--- src/rtl/cache_miss_ctrl.sv ---
// 8-set, 2-way write-back cache controller with a request/done CPU handshake.
// It sequences victim write-back and line refill over a variable-latency req/ack memory port.
module cache_miss_ctrl #(
  parameter int ADDR_W   = 6,
  parameter int DATA_W   = 8,
  parameter int SET_BITS = 3,
  parameter int CNT_W    = 16
) (
  input  logic              clk,
  input  logic              Reset,
  input  logic              cpu_req,
  input  logic              cpu_we,
  input  logic [ADDR_W-1:0] cpu_addr,
  input  logic [DATA_W-1:0] cpu_wdata,
  output logic              cpu_done,
  output logic [DATA_W-1:0] cpu_rdata,
  output logic              cpu_hit,
  output logic              busy,
  output logic              mem_req,
  output logic              mem_we,
  output logic [ADDR_W-1:0] mem_addr,
  output logic [DATA_W-1:0] mem_wdata,
  input  logic [DATA_W-1:0] mem_rdata,
  input  logic              mem_ack,
  output logic [CNT_W-1:0]  hit_count,
  output logic [CNT_W-1:0]  miss_count,
  output logic [2:0]        dbg_state
);

  localparam int NSETS = 1 << SET_BITS;
  localparam int TAG_W = ADDR_W - SET_BITS;

  typedef enum logic [2:0] {
    S_IDLE      = 3'd0,
    S_LOOKUP    = 3'd1,
    S_WRITEBACK = 3'd2,
    S_REFILL    = 3'd3,
    S_RESPOND   = 3'd4
  } state_t;

  // Handshakes: cpu_req is held until the one-cycle cpu_done pulse; mem_req is
  // held until a one-cycle mem_ack, and mem_ack is only honoured while mem_req=1.
  state_t state, state_d;

  logic [TAG_W-1:0]  tag_q   [2][NSETS];
  logic [DATA_W-1:0] data_q  [2][NSETS];
  logic [NSETS-1:0]  valid_q [2];
  logic [NSETS-1:0]  dirty_q [2];
  logic [NSETS-1:0]  lru_q;

  logic              req_we;
  logic [ADDR_W-1:0] req_addr;
  logic [DATA_W-1:0] req_wdata;
  logic              vic_q;

  logic [SET_BITS-1:0] set_idx;
  logic [TAG_W-1:0]    req_tag;
  logic                hit0, hit1, hit_any, hit_way, vic_sel, vic_dirty;

  logic              mem_req_d, mem_we_d, cpu_done_d, cpu_hit_d;
  logic [ADDR_W-1:0] mem_addr_d;
  logic [DATA_W-1:0] mem_wdata_d, cpu_rdata_d;
  logic              accept, lookup_hit, lookup_miss, wb_done, fill_done;

  assign set_idx   = req_addr[SET_BITS-1:0];
  assign req_tag   = req_addr[ADDR_W-1:SET_BITS];
  assign hit0      = valid_q[0][set_idx] && (tag_q[0][set_idx] == req_tag);
  assign hit1      = valid_q[1][set_idx] && (tag_q[1][set_idx] == req_tag);
  assign hit_any   = hit0 || hit1;
  assign hit_way   = ~hit0;
  // Invalid ways are filled first (way0 before way1); otherwise the LRU way is evicted.
  assign vic_sel   = !valid_q[0][set_idx] ? 1'b0 :
                     !valid_q[1][set_idx] ? 1'b1 : lru_q[set_idx];
  assign vic_dirty = valid_q[vic_sel][set_idx] && dirty_q[vic_sel][set_idx];
  assign dbg_state = state;

  always_comb begin
    state_d     = state;
    mem_req_d   = mem_req;
    mem_we_d    = mem_we;
    mem_addr_d  = mem_addr;
    mem_wdata_d = mem_wdata;
    cpu_done_d  = 1'b0;
    cpu_hit_d   = cpu_hit;
    cpu_rdata_d = cpu_rdata;
    accept      = 1'b0;
    lookup_hit  = 1'b0;
    lookup_miss = 1'b0;
    wb_done     = 1'b0;
    fill_done   = 1'b0;
    case (state)
      S_IDLE: begin
        // The done cycle itself never accepts, so a still-held cpu_req is not re-taken.
        if (cpu_req && !cpu_done) begin
          accept  = 1'b1;
          state_d = S_LOOKUP;
        end
      end
      S_LOOKUP: begin
        if (hit_any) begin
          lookup_hit = 1'b1;
          cpu_hit_d  = 1'b1;
          if (!req_we) cpu_rdata_d = data_q[hit_way][set_idx];
          state_d    = S_RESPOND;
        end else begin
          lookup_miss = 1'b1;
          cpu_hit_d   = 1'b0;
          mem_req_d   = 1'b1;
          if (vic_dirty) begin
            mem_we_d    = 1'b1;
            mem_addr_d  = {tag_q[vic_sel][set_idx], set_idx};
            mem_wdata_d = data_q[vic_sel][set_idx];
            state_d     = S_WRITEBACK;
          end else begin
            mem_we_d   = 1'b0;
            mem_addr_d = req_addr;
            state_d    = S_REFILL;
          end
        end
      end
      S_WRITEBACK: begin
        if (mem_req && mem_ack) begin
          wb_done   = 1'b1;
          mem_req_d = 1'b0;
          state_d   = S_REFILL;
        end
      end
      S_REFILL: begin
        // Arriving from write-back, mem_req is low for one cycle before the refill request.
        if (!mem_req) begin
          mem_req_d  = 1'b1;
          mem_we_d   = 1'b0;
          mem_addr_d = req_addr;
        end else if (mem_ack) begin
          fill_done = 1'b1;
          mem_req_d = 1'b0;
          if (!req_we) cpu_rdata_d = mem_rdata;
          state_d   = S_RESPOND;
        end
      end
      S_RESPOND: begin
        cpu_done_d = 1'b1;
        state_d    = S_IDLE;
      end
      default: state_d = S_IDLE;
    endcase
  end

  always_ff @(posedge clk) begin
    if (Reset) begin
      state      <= S_IDLE;
      cpu_done   <= 1'b0;
      cpu_hit    <= 1'b0;
      cpu_rdata  <= '0;
      busy       <= 1'b0;
      mem_req    <= 1'b0;
      mem_we     <= 1'b0;
      mem_addr   <= '0;
      mem_wdata  <= '0;
      hit_count  <= '0;
      miss_count <= '0;
      valid_q[0] <= '0;
      valid_q[1] <= '0;
      dirty_q[0] <= '0;
      dirty_q[1] <= '0;
      lru_q      <= '0;
      req_we     <= 1'b0;
      req_addr   <= '0;
      req_wdata  <= '0;
      vic_q      <= 1'b0;
    end else begin
      state     <= state_d;
      cpu_done  <= cpu_done_d;
      cpu_hit   <= cpu_hit_d;
      cpu_rdata <= cpu_rdata_d;
      busy      <= (state_d != S_IDLE);
      mem_req   <= mem_req_d;
      mem_we    <= mem_we_d;
      mem_addr  <= mem_addr_d;
      mem_wdata <= mem_wdata_d;
      if (accept) begin
        req_we    <= cpu_we;
        req_addr  <= cpu_addr;
        req_wdata <= cpu_wdata;
      end
      if (lookup_hit) begin
        lru_q[set_idx] <= ~hit_way;
        if (req_we) dirty_q[hit_way][set_idx] <= 1'b1;
        if (hit_count != '1) hit_count <= hit_count + 1'b1;
      end
      if (lookup_miss) begin
        vic_q <= vic_sel;
        if (miss_count != '1) miss_count <= miss_count + 1'b1;
      end
      if (wb_done) dirty_q[vic_q][set_idx] <= 1'b0;
      if (fill_done) begin
        valid_q[vic_q][set_idx] <= 1'b1;
        dirty_q[vic_q][set_idx] <= req_we;
        lru_q[set_idx]          <= ~vic_q;
      end
    end
  end

  // Tag and data storage carry no reset; valid bits qualify them.
  always_ff @(posedge clk) begin
    if (lookup_hit && req_we) data_q[hit_way][set_idx] <= req_wdata;
    if (fill_done) begin
      tag_q[vic_q][set_idx]  <= req_tag;
      data_q[vic_q][set_idx] <= req_we ? req_wdata : mem_rdata;
    end
  end

endmodule

--- config.mk ---
export PLATFORM = sky130hd
export DESIGN_NAME = cache_miss_ctrl
export DESIGN_NICKNAME = d
export VERILOG_FILES = /design/src/rtl/cache_miss_ctrl.sv
export SDC_FILE = /design/constraint.sdc
export NUM_CORES = 1
export LEC_CHECK = 0
export BUFFER_PORTS_ARGS = -buffer_cell sky130_fd_sc_hd__buf_2
export CAP_MARGIN = 40
export CORE_MARGIN = 2
export CORE_UTILIZATION = 45
export CTS_CLUSTER_SIZE = 14
export DETAILED_ROUTE_END_ITERATION = 7
export MAX_ROUTING_LAYER = met4
export PLACE_DENSITY = 0.67
export SYNTH_ARGS = -nofsm -noshare
export SYNTH_HDL_FRONTEND = slang
export SYNTH_SLANG_ARGS = --single-unit
--- constraint.sdc ---
create_clock -name clk -period 3 [get_ports clk]
set_input_delay 0 -clock clk [delete_from_list [all_inputs] [get_ports clk]]
set_output_delay 0 -clock clk [all_outputs]
set_load 0.03 [all_outputs]
==> results.py <==
metrics = {
    "global_route": {
        "met1_usage": 0.304,
        "grt_busiest_layer": "met2",
        "met2_usage": 0.422,
        "grt_pass1_wl_mm": 59.6,
        "grt_use_met3": 0.0384,
        "antenna_found_initial": 0,
        "grt_use_total": 0.253,
        "grt_pass1_vias": 10600,
        "grt_max_degree": 70,
        "grt_overflow": 0,
    },
    "detailed_routing": {
        "ant_nets": 0,
        "routed_wirelength_mm": 39.1,
        "dr.pass1.iters": 5,
        "drtIter0Drc": 1006,
        "route.vias.total": 10500,
        "wire_per_inst_um": 22.0,
        "viasPerCell": 5.93,
        "drc": 0,
    },
    "pwr": {
        "combPwrFrac": 0.132,
        "switching_share": 0.245,
        "p_switching_mw": 2.29,
        "pwr-share-seq": 0.475,
        "power.density_nw_per_um2": 530,
        "p_clk_frac": 0.393,
        "total_power_mw": 9.38,
        "intPower_mw": 7.08,
        "ir_drop_v": 0.000548,
        "p_leak_nw": 6.46,
    },
    "worst_setup_path": {
        "start_kind": "flip-flop",
        "criticalPathCategory": "flip-flop to flip-flop",
        "cp.required_ns": 3.44,
        "end_kind": "flip-flop",
        "startpoint": "req_addr[1]",
        "path_max_fanout": 9,
        "worstPathArrival_ns": 3.79,
        "r2r-start": "req_addr[1]",
    },
    "synth": {
        "synthDistinctLibCells": 69,
        "ys_dominant_reg_cell": "edfxtp_1",
        "ys_ff_latch": 294,
        "async_flop_share": 0,
        "synthesis.area_um2": 13700,
        "syn_nets": 1149,
        "synth_edf_count": 192,
        "synth_cells": 1120,
        "avgSynthCellArea_um2": 12.3,
        "yosys_warnings": 0,
        "yosysSeqAreaShare": 0.568,
    },
    "cts": {
        "worst_skew_pair.late_latency_ns": 0.55,
        "cts_root_buf": "clkbuf_16",
        "cts_buffers": 29,
        "cts_tree": "built",
        "cts.path.max_buffers": 3,
        "path_clk_slew_ns": 0.06,
        "numClockSinks": 294,
        "htree_levels": 1,
    },
    "sta": {
        "finalHoldViolCount": 0,
        "maxSlewHeadroom": 0.457,
        "setup_ws_ns": -0.350,
        "rsz0062_at_grt": "true",
        "fin_crit_sh": 1.12,
        "skew_ns": 0.0137,
        "whs_ns": 0.199,
        "final_period_minus_worst_setup_slack_ns": 3.35,
        "clock.fmax_mhz": 299,
        "maxSlewViolCount": 0,
        "setup_viol": 187,
        "worstMarginPinSlew_ns": 0.813,
    },
    "placement": {
        "gp_congestion": 0.902,
        "io_buffers": 88,
        "dpl.hpwl_mm": 27.2,
        "place_ws_ns": -0.490,
    },
    "die": {
        "fp.dieH_um": 179,
        "die_area_um2": 31900,
        "die_w_um": 179,
        "start_util": 0.460,
        "core_um2": 29900,
        "fp-row-count": 63,
        "io_pins": 89,
    },
    "cells_and_area": {
        "fillers": 2330,
        "area.growth.synth_to_final_pct": 28.8,
        "final_util": 0.592,
        "antenna_cells": 0,
        "seq_area_um2": 7820,
        "layout-drive-gt1-share": 0.340,
        "multi_input_area_um2": 6020,
        "final_nets": 1396,
    },
    "run_status": {
        "violations": "negative setup slack",
        "status": "complete, but fails checks",
    },
    "job": {
        "max_cap_viol_count": 0,
    },
    "worst_hold_path": {
        "min_from": "cpu_req",
        "hp-class": "primary input to flip-flop",
    },
}
critical path: stages (launching register included):
cell     delay (ns)
dfxtp_4        0.39
mux4_2         0.51
mux2i_1        0.17
xor2_1         0.33
nand2_1        0.13
or2_4          0.31
buf_12         0.17
buf_12         0.14
mux2i_4        0.17
o22ai_1        0.09
or4_1          0.54
a32o_1         0.27
synth_stat cells, drive strengths merged (25+ instances only):
cell	instances	area (um^2)
o22ai	34	213
mux2	25	282
dfxtp	102	2040
mux2i	95	951
a21oi	43	219
nand2	90	338
buf	35	240
mux4	48	1080
nand3	32	160
nor2	144	543
clkbuf	37	139
edfxtp	192	5770
metrics by stage:
step	setup TNS, ns	cell area (um^2)	cells
6_report	-31.97	17700	1778
3_5_place_dp	-56.87	15600	1669
5_1_grt	-56.57	17700	1778
4_1_cts	-17.27	17500	1774
3_3_place_gp	-60.00	15500	1667
2_1_floorplan	-3.77	13800	1120
power groups by stage:
stage | combinational, mW | clock (mW) | sequential (mW)
final | 1.24 | 3.69 | 4.45
after global routing | 1.33 | 3.89 | 4.46
after CTS | 1.19 | 3.73 | 4.45
after detailed placement | 1.07 | 0 | 4.54
after global placement | 1.05 | 0 | 4.54
after floorplan | 0.587 | 0 | 4.59
layout make-up:
type / count / share of cell area
Clock inverter: 10 / 0.00601
Multi-Input combinational cell: 744 / 0.340
Clock buffer: 42 / 0.0491
Tap cell: 390 / 0.0276
Timing Repair Buffer: 288 / 0.133
Sequential cell: 294 / 0.442
Inverter: 10 / 0.00212
worst paths after layout:
check | slack, ns | cells after the start | end
max | -0.35 | 11 | cpu_rdata[5]
min | 0.20 | 4 | req_wdata[1]
max reg2reg | -0.35 | 11 | cpu_rdata[5]
min reg2reg | 0.46 | 2 | req_wdata[5]
layout by cell type (no fill, tap or decap), drive strengths merged, types with 32 or more instances in the layout:
cell and instances:
o22ai 34, nand2 90, mux4 48, dfxtp 102, nand3 32, clkbuf 42, edfxtp 192, nor2 144
a21oi 43, mux2i 95, buf 262
flip-flops by register name, summed over array words and instances (netlist names), 6 cells and up:
name        count
cpu_rdata       8
data_q        128
dirty_q        16
hit_count      16
lru_q           8
mem_addr        6
mem_wdata       8
miss_count     16
req_addr        6
req_wdata       8
tag_q          48
valid_q        16
kinds of logic (layout without fill, tap and decap cells):
kind of cell               Yosys count  count (layout)  synth area share
AOI/OAI and AO/OA                  177             177            0.0887
xor gates and xnor gates            26              26            0.0166
adders and majority gates            2               2           0.00182
buffers and inverters               82             350            0.0303
DFF                                294             294             0.568
muxes                              168             168             0.168
and+or+nand+nor                    371             371             0.126
routing by layer:
metal	part of all wire	vias up	routed length, um
met2	0.49	454	19300
met3	0.060	154	2360
met5	0	-	0
met1	0.39	5170	15200
met4	0.058	0	2260
li1	-	4760	-
repair_timing:
item / in CTS / in global routing
endpoints found under the setup margin: 216 / 223
gates resized for setup: 100 / 28
endpoints found under the hold margin: 56 / 0
hold buffers: 25 / 0
gates cloned: 1 / 0
setup buffers: 27 / 4
pin swaps: 18 / 12
(Power assumes the default switching activity.)
